$ cat src/rtl/dmem_port_arbiter.sv
// dmem_port_arbiter
//
// Shares the single data-RAM port between the CPU load/store path and the
// UART program uploader. Each access goes through a small registered FSM
// (IDLE -> WR, or IDLE -> RD -> RDATA). Simultaneous requests are resolved
// round-robin. While upg_lock is high the CPU receives no new grants. A
// saturating counter records how many cycles the CPU has spent stalled.
//
// Ports
//   clk, rst                  clock; asynchronous active-low reset
//   cpu_req/we/addr/wdata     CPU request; fields held stable until cpu_ack
//   cpu_ack, cpu_rdata        one-cycle completion pulse; load data
//   cpu_stall                 combinational: request pending, not yet acked
//   upg_req/addr/wdata        uploader write request
//   upg_ack                   one-cycle completion pulse
//   upg_lock                  upload session active; blocks new CPU grants
//   ram_en/wen/addr/wdata     RAM request side
//   ram_rdata                 RAM read data, one cycle after a read enable
//   owner                     00 none, 01 CPU, 10 uploader
//   wait_cnt                  saturating count of cpu_stall cycles

module dmem_port_arbiter #(
  parameter int ADDR_W = 14,
  parameter int DATA_W = 32
) (
  input  logic              clk,
  input  logic              rst,
  input  logic              cpu_req,
  input  logic              cpu_we,
  input  logic [ADDR_W-1:0] cpu_addr,
  input  logic [DATA_W-1:0] cpu_wdata,
  output logic              cpu_ack,
  output logic [DATA_W-1:0] cpu_rdata,
  output logic              cpu_stall,
  input  logic              upg_req,
  input  logic [ADDR_W-1:0] upg_addr,
  input  logic [DATA_W-1:0] upg_wdata,
  output logic              upg_ack,
  input  logic              upg_lock,
  output logic              ram_en,
  output logic              ram_wen,
  output logic [ADDR_W-1:0] ram_addr,
  output logic [DATA_W-1:0] ram_wdata,
  input  logic [DATA_W-1:0] ram_rdata,
  output logic [1:0]        owner,
  output logic [15:0]       wait_cnt
);

  typedef enum logic [1:0] {IDLE, WR, RD, RDATA} state_t;

  state_t            state;
  state_t            state_next;
  logic [1:0]        rst_sync;
  logic              run_ok;
  logic              cpu_elig;
  logic              upg_elig;
  logic              grant_any;
  logic              grant_upg;
  logic              last_upg;
  logic              lat_upg;
  logic [ADDR_W-1:0] lat_addr;
  logic [DATA_W-1:0] lat_wdata;
  logic [DATA_W-1:0] rdata_hold;

  // Reset assertion takes effect immediately, but release is delayed through
  // two flops. Grants are held off until the release has propagated, so the
  // FSM never leaves IDLE on the edges that immediately follow reset release.
  always_ff @(posedge clk or negedge rst) begin
    if (!rst) rst_sync <= 2'b00;
    else      rst_sync <= {rst_sync[0], 1'b1};
  end

  assign run_ok   = rst_sync[1];
  assign cpu_elig = run_ok & cpu_req & ~upg_lock;
  assign upg_elig = run_ok & upg_req;
  assign grant_any = (state == IDLE) & (cpu_elig | upg_elig);

  // The uploader wins if it is the only requester, or on a tie when the CPU
  // held the previous grant. last_upg resets to 1 so the CPU wins the first
  // tie after reset.
  assign grant_upg = upg_elig & (~cpu_elig | ~last_upg);

  // State register.
  always_ff @(posedge clk or negedge rst) begin
    if (!rst) state <= IDLE;
    else      state <= state_next;
  end

  // Next-state logic. Uploader requests are always writes.
  always_comb begin
    state_next = state;
    case (state)
      IDLE:    if (grant_any) state_next = (grant_upg | cpu_we) ? WR : RD;
      WR:      state_next = IDLE;
      RD:      state_next = RDATA;
      RDATA:   state_next = IDLE;
      default: state_next = IDLE;
    endcase
  end

  // Capture the winner's request at the grant edge. The requester may change
  // or drop its fields afterwards without disturbing the access in flight.
  always_ff @(posedge clk or negedge rst) begin
    if (!rst) begin
      last_upg  <= 1'b1;
      lat_upg   <= 1'b0;
      lat_addr  <= '0;
      lat_wdata <= '0;
    end else if (grant_any) begin
      last_upg  <= grant_upg;
      lat_upg   <= grant_upg;
      lat_addr  <= grant_upg ? upg_addr  : cpu_addr;
      lat_wdata <= grant_upg ? upg_wdata : cpu_wdata;
    end
  end

  // Keep the last load result on cpu_rdata until the next CPU load completes.
  always_ff @(posedge clk or negedge rst) begin
    if (!rst)                 rdata_hold <= '0;
    else if (state == RDATA)  rdata_hold <= ram_rdata;
  end

  // Count CPU stall cycles. The counter sticks at all-ones.
  always_ff @(posedge clk or negedge rst) begin
    if (!rst)                               wait_cnt <= 16'h0000;
    else if (cpu_stall && wait_cnt != 16'hFFFF) wait_cnt <= wait_cnt + 16'h0001;
  end

  // Outputs are decoded from the current state, so an asynchronous reset
  // forces every output to zero in the same instant. During RDATA, load data
  // passes straight through so that it is valid in the same cycle as cpu_ack.
  always_comb begin
    ram_en    = 1'b0;
    ram_wen   = 1'b0;
    ram_addr  = '0;
    ram_wdata = '0;
    cpu_ack   = 1'b0;
    upg_ack   = 1'b0;
    owner     = 2'b00;
    cpu_rdata = rdata_hold;
    case (state)
      WR: begin
        ram_en    = 1'b1;
        ram_wen   = 1'b1;
        ram_addr  = lat_addr;
        ram_wdata = lat_wdata;
        cpu_ack   = ~lat_upg;
        upg_ack   = lat_upg;
        owner     = lat_upg ? 2'b10 : 2'b01;
      end
      RD: begin
        ram_en   = 1'b1;
        ram_addr = lat_addr;
        owner    = lat_upg ? 2'b10 : 2'b01;
      end
      RDATA: begin
        cpu_ack   = 1'b1;
        cpu_rdata = ram_rdata;
        owner     = lat_upg ? 2'b10 : 2'b01;
      end
      default: ;
    endcase
  end

  // The stall signal is combinational so the CPU can freeze its pipeline in
  // the same cycle.
  assign cpu_stall = cpu_req & ~cpu_ack;

endmodule

$ cat config.mk
export PLATFORM = sky130hd
export DESIGN_NAME = dmem_port_arbiter
export DESIGN_NICKNAME = d
export VERILOG_FILES = /design/src/rtl/dmem_port_arbiter.sv
export SDC_FILE = /design/constraint.sdc
export NUM_CORES = 1
export LEC_CHECK = 0
export ABC_AREA = 1
export CORE_ASPECT_RATIO = 1.4
export CORE_UTILIZATION = 26
export CTS_CLUSTER_SIZE = 16
export DETAILED_ROUTE_END_ITERATION = 10
export PLACE_DENSITY = 0.61
export RECOVER_POWER = 50
export SETUP_SLACK_MARGIN = 0.5
export SKIP_CTS_REPAIR_TIMING = 1
export SLEW_MARGIN = 25
export SYNTH_ARGS = -nofsm -noshare
export SYNTH_HDL_FRONTEND = slang
export SYNTH_SLANG_ARGS = --single-unit
$ cat constraint.sdc
create_clock -name clk -period 3.2 [get_ports clk]
set_input_delay 0.64 -clock clk [delete_from_list [all_inputs] [get_ports clk]]
set_output_delay 0.64 -clock clk [all_outputs]
set_load 0.01 [all_outputs]
==> flow_metrics.tcl <==
set metrics [dict create \
    dp.cells 1122 \
    rows 59 \
    clock_skew_ps 10.1 \
    dieHeight_um 167 \
    num_vias 4995 \
    synth_top_area_frac 0.493 \
    grt_overflow 0 \
    synthArstFlopShare 1.00 \
    p_leak_uw 0.00370 \
    violations "max-capacitance violations, max-slew violations" \
    period_needed_ps 2710 \
    grt_pass1_vias 5153 \
    critPathMaxFanout 12 \
    ant_nets 0 \
    die_x_um 120 \
    hp-class "reg2reg" \
    synth_compound_area_frac 0.114 \
    regArea_um2 2500 \
    synth_area_leaders "dfrtp_1, nand2_1, a21oi_1" \
    yosysUniqueCellTypes 28 \
    clk_latency_ps 350 \
    end_kind "output pin" \
    cts_tree "built" \
    core_um2 18800 \
    fmaxAchievable_mhz 370 \
    synth_cells 673 \
    clkTransAtPathRegs_ps 70 \
    clockBufferDepth 2 \
    nFillCells 1903 \
    cp.arrival_ps 2070 \
    ys_ff_latch 100 \
    hold_viol 0 \
    pin_count 231 \
    synthSimpleGateAreaFrac 0.270 \
    path_buf_inv 4 \
    fin_setup_tns_ps 0 \
    via_per_inst 4.38 \
    htreeDepth 3 \
    maxCapViolCount 1 \
    synth.net_count 810 \
    dieArea_um2 19900 \
    rr_worst_depth 7 \
    drcViolationCount 0 \
    gp_congestion 0.785 \
    hold_depth 0 \
    synth_area_um2 5030 \
    cpMostUsedCell "inv_1" \
    critical_path.slowest_cell "clkdlybuf4s50_1" \
    area_growth_pct 56.8 \
    critPathKind "reg2out" \
    grt_usage 0.166 \
    seq_area_frac_synth 0.498 \
    antenna_found_initial 0 \
    port_buffers 230 \
    synthMuxAreaShare 0 \
    drt-total-wl_um 16200 \
    path_depth 6 \
    powerDensity_nw_per_um2 875 \
    avgRoutedWirePerCell_um 14.2 \
    cp_cell_sequence "inv_1 -> ha_4 -> buf_8 -> nand2_1 -> inv_1 -> clkdlybuf4s50_1" \
    synth_ff_type "dfrtp_1" \
    nNetsFinal 1028 \
    yosysTopAreaCell "dfrtp_1" \
    final-setup-viol-count 0 \
    yosys_warnings 0 \
    ir_worst_vdd_mv 0.533 \
    min_period_over_period 0.846 \
    initial_core_util 0.268 \
    required_ps 2560 \
    synth_edf_count 0 \
    path_delay_family "buffers and inverters" \
    rsz0062_at_grt "yes" \
    grt_max_degree 69 \
    synth_xor_area_frac 0.0105 \
    antennaDiodeCount 0 \
    max_stage_delay_ps 530 \
    worst_pin_slew_ps 1940 \
    grt_pass1_wl_um 25900 \
    status "finished with violations" \
    cts_buffers 9 \
    final_cells 1140 \
    critPathLaunchType "flop" \
    dp_hpwl_um 11400 \
    synth_fa_ha_area_frac 0.0174 \
    drt_first_pass_iters 5 \
    drv_slew 33 \
    timing.slew.headroom -0.291 \
    multi_input_area_um2 2080 \
    root_buffer "clkbuf_16" \
    cts.sinks 100 \
    drive_gt1_frac 0.0458 \
    synth_top_family_by_area "simple AND/OR/NAND/NOR gates" \
    synth.avg_cell_area_um2 7.47 \
    drt_iter0_markers 146 \
]
-- where the power goes --
group	internal [uW]	total, uW	switching, uW
Clock	534	1040	506
Sequential	1830	2140	304
Combinational	1880	3720	1840
Total	4250	6900	2650
-- sequential cells by signal, indices dropped and copies added, names as in the netlist --
signal,flops
lat_upg,1
last_upg,1
state,2
lat_addr,14
rst_sync,2
rdata_hold,32
wait_cnt,16
lat_wdata,32
-- cells in the final DEF (no fill, tap or decap), drive strengths merged, types with 3 or more instances in the layout --
cell type / Yosys / layout
a21oi: 92 / 92
o21ai: 16 / 16
clkinv: 2 / 5
clkdlybuf4s50: 0 / 222
buf: 22 / 10
dlygate4sd3: 0 / 4
nand2: 258 / 258
nand3: 13 / 13
dlymetal6s2s: 0 / 3
xnor2: 4 / 4
clkbuf: 12 / 12
nor2: 67 / 67
nand4: 6 / 6
ha: 7 / 7
dfrtp: 99 / 99
inv: 68 / 69
-- logic make-up (layout without fill, tap and decap cells) --
logic type                 after synthesis  in the layout
buffers and inverters                  104            327
DFF                                    100            100
and+or+nand+nor                        345            345
other                                    1              1
xor gates and xnor gates                 6              6
adders and majority gates                7              7
AOI/OAI and AO/OA                      110            110
-- cell type report --
type                            count  area share
Sequential cell                   100       0.318
Timing Repair Buffer              241       0.311
Multi-Input combinational cell    469       0.264
Tap cell                          244      0.0387
Inverter                           70      0.0340
Clock buffer                       10      0.0290
Clock inverter                      6     0.00587
-- layer usage --
layer / part of all wire / wire length (um) / vias up / global-route usage
met4: 0.0089 / 145 / 0 / 0.0429
li1: - / - / 2511 / -
met2: 0.52 / 8440 / 158 / 0.304
met3: 0.066 / 1070 / 10 / 0.0452
met1: 0.40 / 6570 / 2316 / 0.187
met5: 0 / 0 / - / 0
-- synthesized netlist by cell type (5+ instances only) --
| master | instances |
|---|---|
| nand2_1 | 257 |
| dfrtp_1 | 99 |
| a21oi_1 | 92 |
| inv_1 | 66 |
| nor2_1 | 64 |
| buf_2 | 12 |
| clkbuf_1 | 12 |
| nand3_1 | 11 |
| buf_4 | 8 |
| o21ai_0 | 8 |
| ha_1 | 7 |
| nand4_1 | 6 |
| o21ai_2 | 5 |
-- stage by stage --
stage	power (uW)	hold WS [ps]	cell area (um2)	util	setup WS (ps)
floorplan	3840	331	5030	-	1260
global placement	5820	333	7550	0.403	553
CTS	6950	240	7830	0.418	212
finish	6900	350	7880	0.420	494
detailed placement	5850	337	7550	0.403	535
global route	7460	355	7880	0.420	223
-- path summary, 6_finish.rpt --
kind                                  start             to  slack (ps)
worst max-delay path               state[0]    ram_addr[2]         490
worst min-delay path            rst_sync[0]    rst_sync[1]         350
worst max register to register  wait_cnt[0]    wait_cnt[2]         610
worst min register to register  rst_sync[0]    rst_sync[1]         350
max in group asynchronous               rst       last_upg        1160
min in group asynchronous               rst  lat_wdata[19]         820
Note: power is estimated with default switching activity, not from simulation.
==> edit 1 (same flow settings) <==
Set the parameter `DATA_W` to 48 (it was 32).
--- a/src/rtl/dmem_port_arbiter.sv
+++ b/src/rtl/dmem_port_arbiter.sv
@@ -22,5 +22,5 @@
 module dmem_port_arbiter #(
   parameter int ADDR_W = 14,
-  parameter int DATA_W = 32
+  parameter int DATA_W = 48
 ) (
   input  logic              clk,
Ports: changed (5 resized); port bits go from 231 to 311. The function was not compared with the original's and may differ.
==> edit 1 against the original RTL <==
The flow still finishes with violations (max-capacitance violations, max-slew violations); combinational power grew 35%; design area grew 38%; total power grew 41%; routed wire length grew 46%; area after synthesis grew 28%; worst setup slack lost 0.12 ns; register-to-register slack gained 0.42 ns; sequential cell count grew 32.
==> edit 1: results <==
[status]
status = "complete, but fails checks"
violations = "max-capacitance violations, max-slew violations"

[setup_path]
reg2reg_to = "wait_cnt[6]"
worstReg2RegStart = "wait_cnt[0]"
r2r_setup_slack_ns = 1.03
max_stage_delay_ns = 0.56
arrival_ns = 2.18

[logic_synthesis]
seq_area_frac_synth_pct = 51.51
yosys-top-cells-area = "dfrtp_1, nand2_1, a21oi_1"
synth_common_cells = "nand2_1, dfrtp_1, a21oi_1"
synth.distinct_cells = 23
yosysTopAreaCellShare_pct = 51.10

[worst_hold_path]
hold_depth = 0
hp-class = "flip-flop to flip-flop"

[global_route]
grt_max_degree = 64
gr-usage-all-layers_pct = 18.28
antenna_found_initial = 2

[job]
cap_viol_max_count = 1

[timing]
final_max_slew_viol_count = 62
slew_headroom_pct = -11.19

[placed_design]
dpl.hpwl_um = 15710
port_buffers = 310
post-place-ws_ns = 0.3955
routabilityCongestion = 0.8351

[clock_tree]
cts_made_buffers = 17
cts_max_level = 4

[drt]
num_vias = 6708
routed_wl_um = 23640
drt_iter0_drc = 356
dr.pass1.iters = 4

[power]
p_leak_nw = 6.090
p_int_w = 0.006156
peakVddDrop_mv = 0.4150

[layout]
drive_gt1_share_pct = 6.387
largestRegisters = "lat_wdata: 48 flops, rdata_hold: 48 flops, wait_cnt: 16 flops"
fin_nets = 1362
filler_cell_count = 2387
[edit 1: final cells by class]
cell class,instances,area share [%]
Timing Repair Buffer,339,33.64
Tap cell,310,3.559
Clock buffer,19,4.156
Inverter,89,3.111
Multi-Input combinational cell,598,23.94
Sequential cell,132,30.32
Antenna cell,2,0.04592
Clock inverter,13,1.228
[edit 1: worst max-delay path, delay by kind of cell, from the launching register on]
family / cells / cell delay (ns)
fa+ha+maj: 1 / 0.28
buf+inv: 3 / 0.93
flops: 1 / 0.41
simple gates: 2 / 0.13
[edit 1: stage by stage]
stage               cell area [sq um]  hold WS [ns]  cells
floorplan                        6415        0.3312    861
finish                          10900        0.3471   1502
detailed placement               9847        0.3347   1452
global route                    10900        0.3571   1502
global placement                 9847        0.3324   1452
CTS                             10430        0.2216   1484
[edit 1: power groups by stage]
stage	clock network, W	registers [W]	logic [W]
after floorplan	0	0.00272	0.00217
after global placement	0	0.00277	0.00470
after CTS	0.00203	0.00276	0.00476
after global routing	0.00209	0.00286	0.00554
final	0.00196	0.00275	0.00504
after detailed placement	0	0.00278	0.00474
[edit 1: how the worst max path moves through the flow]
stage	to	cells after the start	slack, ns
after floorplan	ram_wdata[37]	7	1.14
after global placement	cpu_stall	4	0.42
after detailed placement	cpu_stall	4	0.40
after CTS	ram_addr[13]	6	0.09
after global routing	cpu_rdata[36]	6	0.27
final	cpu_rdata[17]	6	0.38
[edit 1: per-layer routing]
layer / global-route usage [%] / vias to the layer above / part of all wire (%) / wire length, um
met5: 0 / - / 0 / 0
met4: 8.470 / 0 / 2.9 / 695
met3: 4.893 / 40 / 5.8 / 1380
met2: 31.88 / 224 / 52 / 12200
met1: 20.48 / 3157 / 40 / 9366
li1: - / 3287 / - / -
[edit 1: cell families after synthesis]
kind of cell,after synthesis,synth area share (%)
XOR/XNOR,6,0.8192
adder cells (fa/ha/maj),7,1.365
flip-flops,132,51.51
other,1,0.05846
buffers and inverters,131,8.094
AND/OR/NAND/NOR,450,27.64
AO/OA/AOI/OAI,134,10.51
==> edit 2 (same settings) <==
Without the edit above. Make the reset (`rst`) synchronous in 5 clocked blocks. Comments in the files are not updated.
--- a/src/rtl/dmem_port_arbiter.sv
+++ b/src/rtl/dmem_port_arbiter.sv
@@ -66,5 +66,5 @@
   // two flops. Grants are held off until the release has propagated, so the
   // FSM never leaves IDLE on the edges that immediately follow reset release.
-  always_ff @(posedge clk or negedge rst) begin
+  always_ff @(posedge clk) begin
     if (!rst) rst_sync <= 2'b00;
     else      rst_sync <= {rst_sync[0], 1'b1};
@@ -82,5 +82,5 @@
 
   // State register.
-  always_ff @(posedge clk or negedge rst) begin
+  always_ff @(posedge clk) begin
     if (!rst) state <= IDLE;
     else      state <= state_next;
@@ -101,5 +101,5 @@
   // Capture the winner's request at the grant edge. The requester may change
   // or drop its fields afterwards without disturbing the access in flight.
-  always_ff @(posedge clk or negedge rst) begin
+  always_ff @(posedge clk) begin
     if (!rst) begin
       last_upg  <= 1'b1;
@@ -116,5 +116,5 @@
 
   // Keep the last load result on cpu_rdata until the next CPU load completes.
-  always_ff @(posedge clk or negedge rst) begin
+  always_ff @(posedge clk) begin
     if (!rst)                 rdata_hold <= '0;
     else if (state == RDATA)  rdata_hold <= ram_rdata;
@@ -122,5 +122,5 @@
 
   // Count CPU stall cycles. The counter sticks at all-ones.
-  always_ff @(posedge clk or negedge rst) begin
+  always_ff @(posedge clk) begin
     if (!rst)                               wait_cnt <= 16'h0000;
     else if (cpu_stall && wait_cnt != 16'hFFFF) wait_cnt <= wait_cnt + 16'h0001;
Check against the original RTL: differs if rst is asserted again (counterexample within 4 cycles, from zero or initial values and one cycle with rst low); with rst held inactive, the same outputs for 10 cycles.
==> edit 2 against the original RTL <==
First-iteration DRC count increased by 55%; routed wire length decreased by 4.9%; worst setup slack improved by 0.088 ns; count of clock-buffer cells in the layout unchanged; sequential cell count unchanged; design area increased by 3.1%; critical path depth decreased by 2; area after synthesis increased by 5.2%; global-route usage decreased by 1.9 points; final cell count increased by 17%; largest cell class is now multi-input gates.
Power is not compared: it rests on default switching activity, and its combinational part moved more than twofold at a synthesized area within 25%.
==> edit 2: results <==
[drt]
drt_iter0_drc = 226
routedWlPerCell_um = 11.61
routed_via_density = 4.184
dr.pass1.iters = 4
num_vias = 5565

[worst_hold_path]
hold_path_end = "rst_sync[1]"
hp-start = "rst_sync[0]"

[logic_synthesis]
synth_compound_area_share_pct = 5.559
seq_area_frac_synth_pct = 37.85
synth_xor_area_share_pct = 0.8280
synth_fp_nets = 1003
async_flop_share_pct = 0
synthAdderAreaFrac_pct = 1.656
yosys-top-cells-area = "dfxtp_1, nand2_1, nor2_1"
avgSynthCellArea_sq_um = 6.107

[status]
status = "finished, final reports clean"

[global_route]
first_global_vias = 4923
use_met3_pct = 3.333
grt_pass1_wl_um = 23910
gr-usage-all-layers_pct = 14.72
met2_usage_pct = 26.97

[setup_path]
path_max_fanout = 5
worstReg2RegStart = "wait_cnt[0]"
reg2reg_depth = 9
r2r_setup_slack_ns = 1.03

[layout]
fin_area_sq_um = 8129
fin_nets = 1210
clkCellAreaFrac_pct = 4.371
inv_count = 119
nonClkBufAreaFrac_pct = 29.60
drive_gt1_share_pct = 4.731
multi_input_area_sq_um = 2592

[timing]
hold_ws_ns = 0.4142
slew_headroom_pct = 21.94

[placed_design]
routabilityCongestion = 0.7280
dpl.hpwl_um = 11090
[edit 2: cell types whose count changed after synthesis, moves of 6 or more]
cell | before | now
a21oi_2 | 0 | 10
a21oi_1 | 92 | 36
nor2_1 | 64 | 115
dfxtp_1 | 0 | 100
clkbuf_1 | 12 | 18
inv_1 | 66 | 113
nand2_1 | 257 | 347
dfrtp_1 | 99 | 0
nand3_1 | 11 | 60
[edit 2: through the flow]
step,setup WS [ns],util [%]
4_1_cts,0.2468,40.85
5_1_grt,0.3785,40.81
3_3_place_gp,0.5481,39.07
2_1_floorplan,1.262,-
6_report,0.5824,40.81
3_5_place_dp,0.5178,39.07
[edit 2: metal layers]
layer / share of wire, % / wire length [um]
met5: 0 / 0
met4: 2.1 / 328
met3: 5.7 / 882
met2: 51 / 7879
met1: 41 / 6352
[edit 2: report_power, final]
group          leakage [nW]  internal [W]  switching, W
logic                  3.03      0.000735      0.000811
registers             0.814       0.00140     0.0000865
clock network         0.174      0.000795      0.000516
total                  4.02       0.00293       0.00141
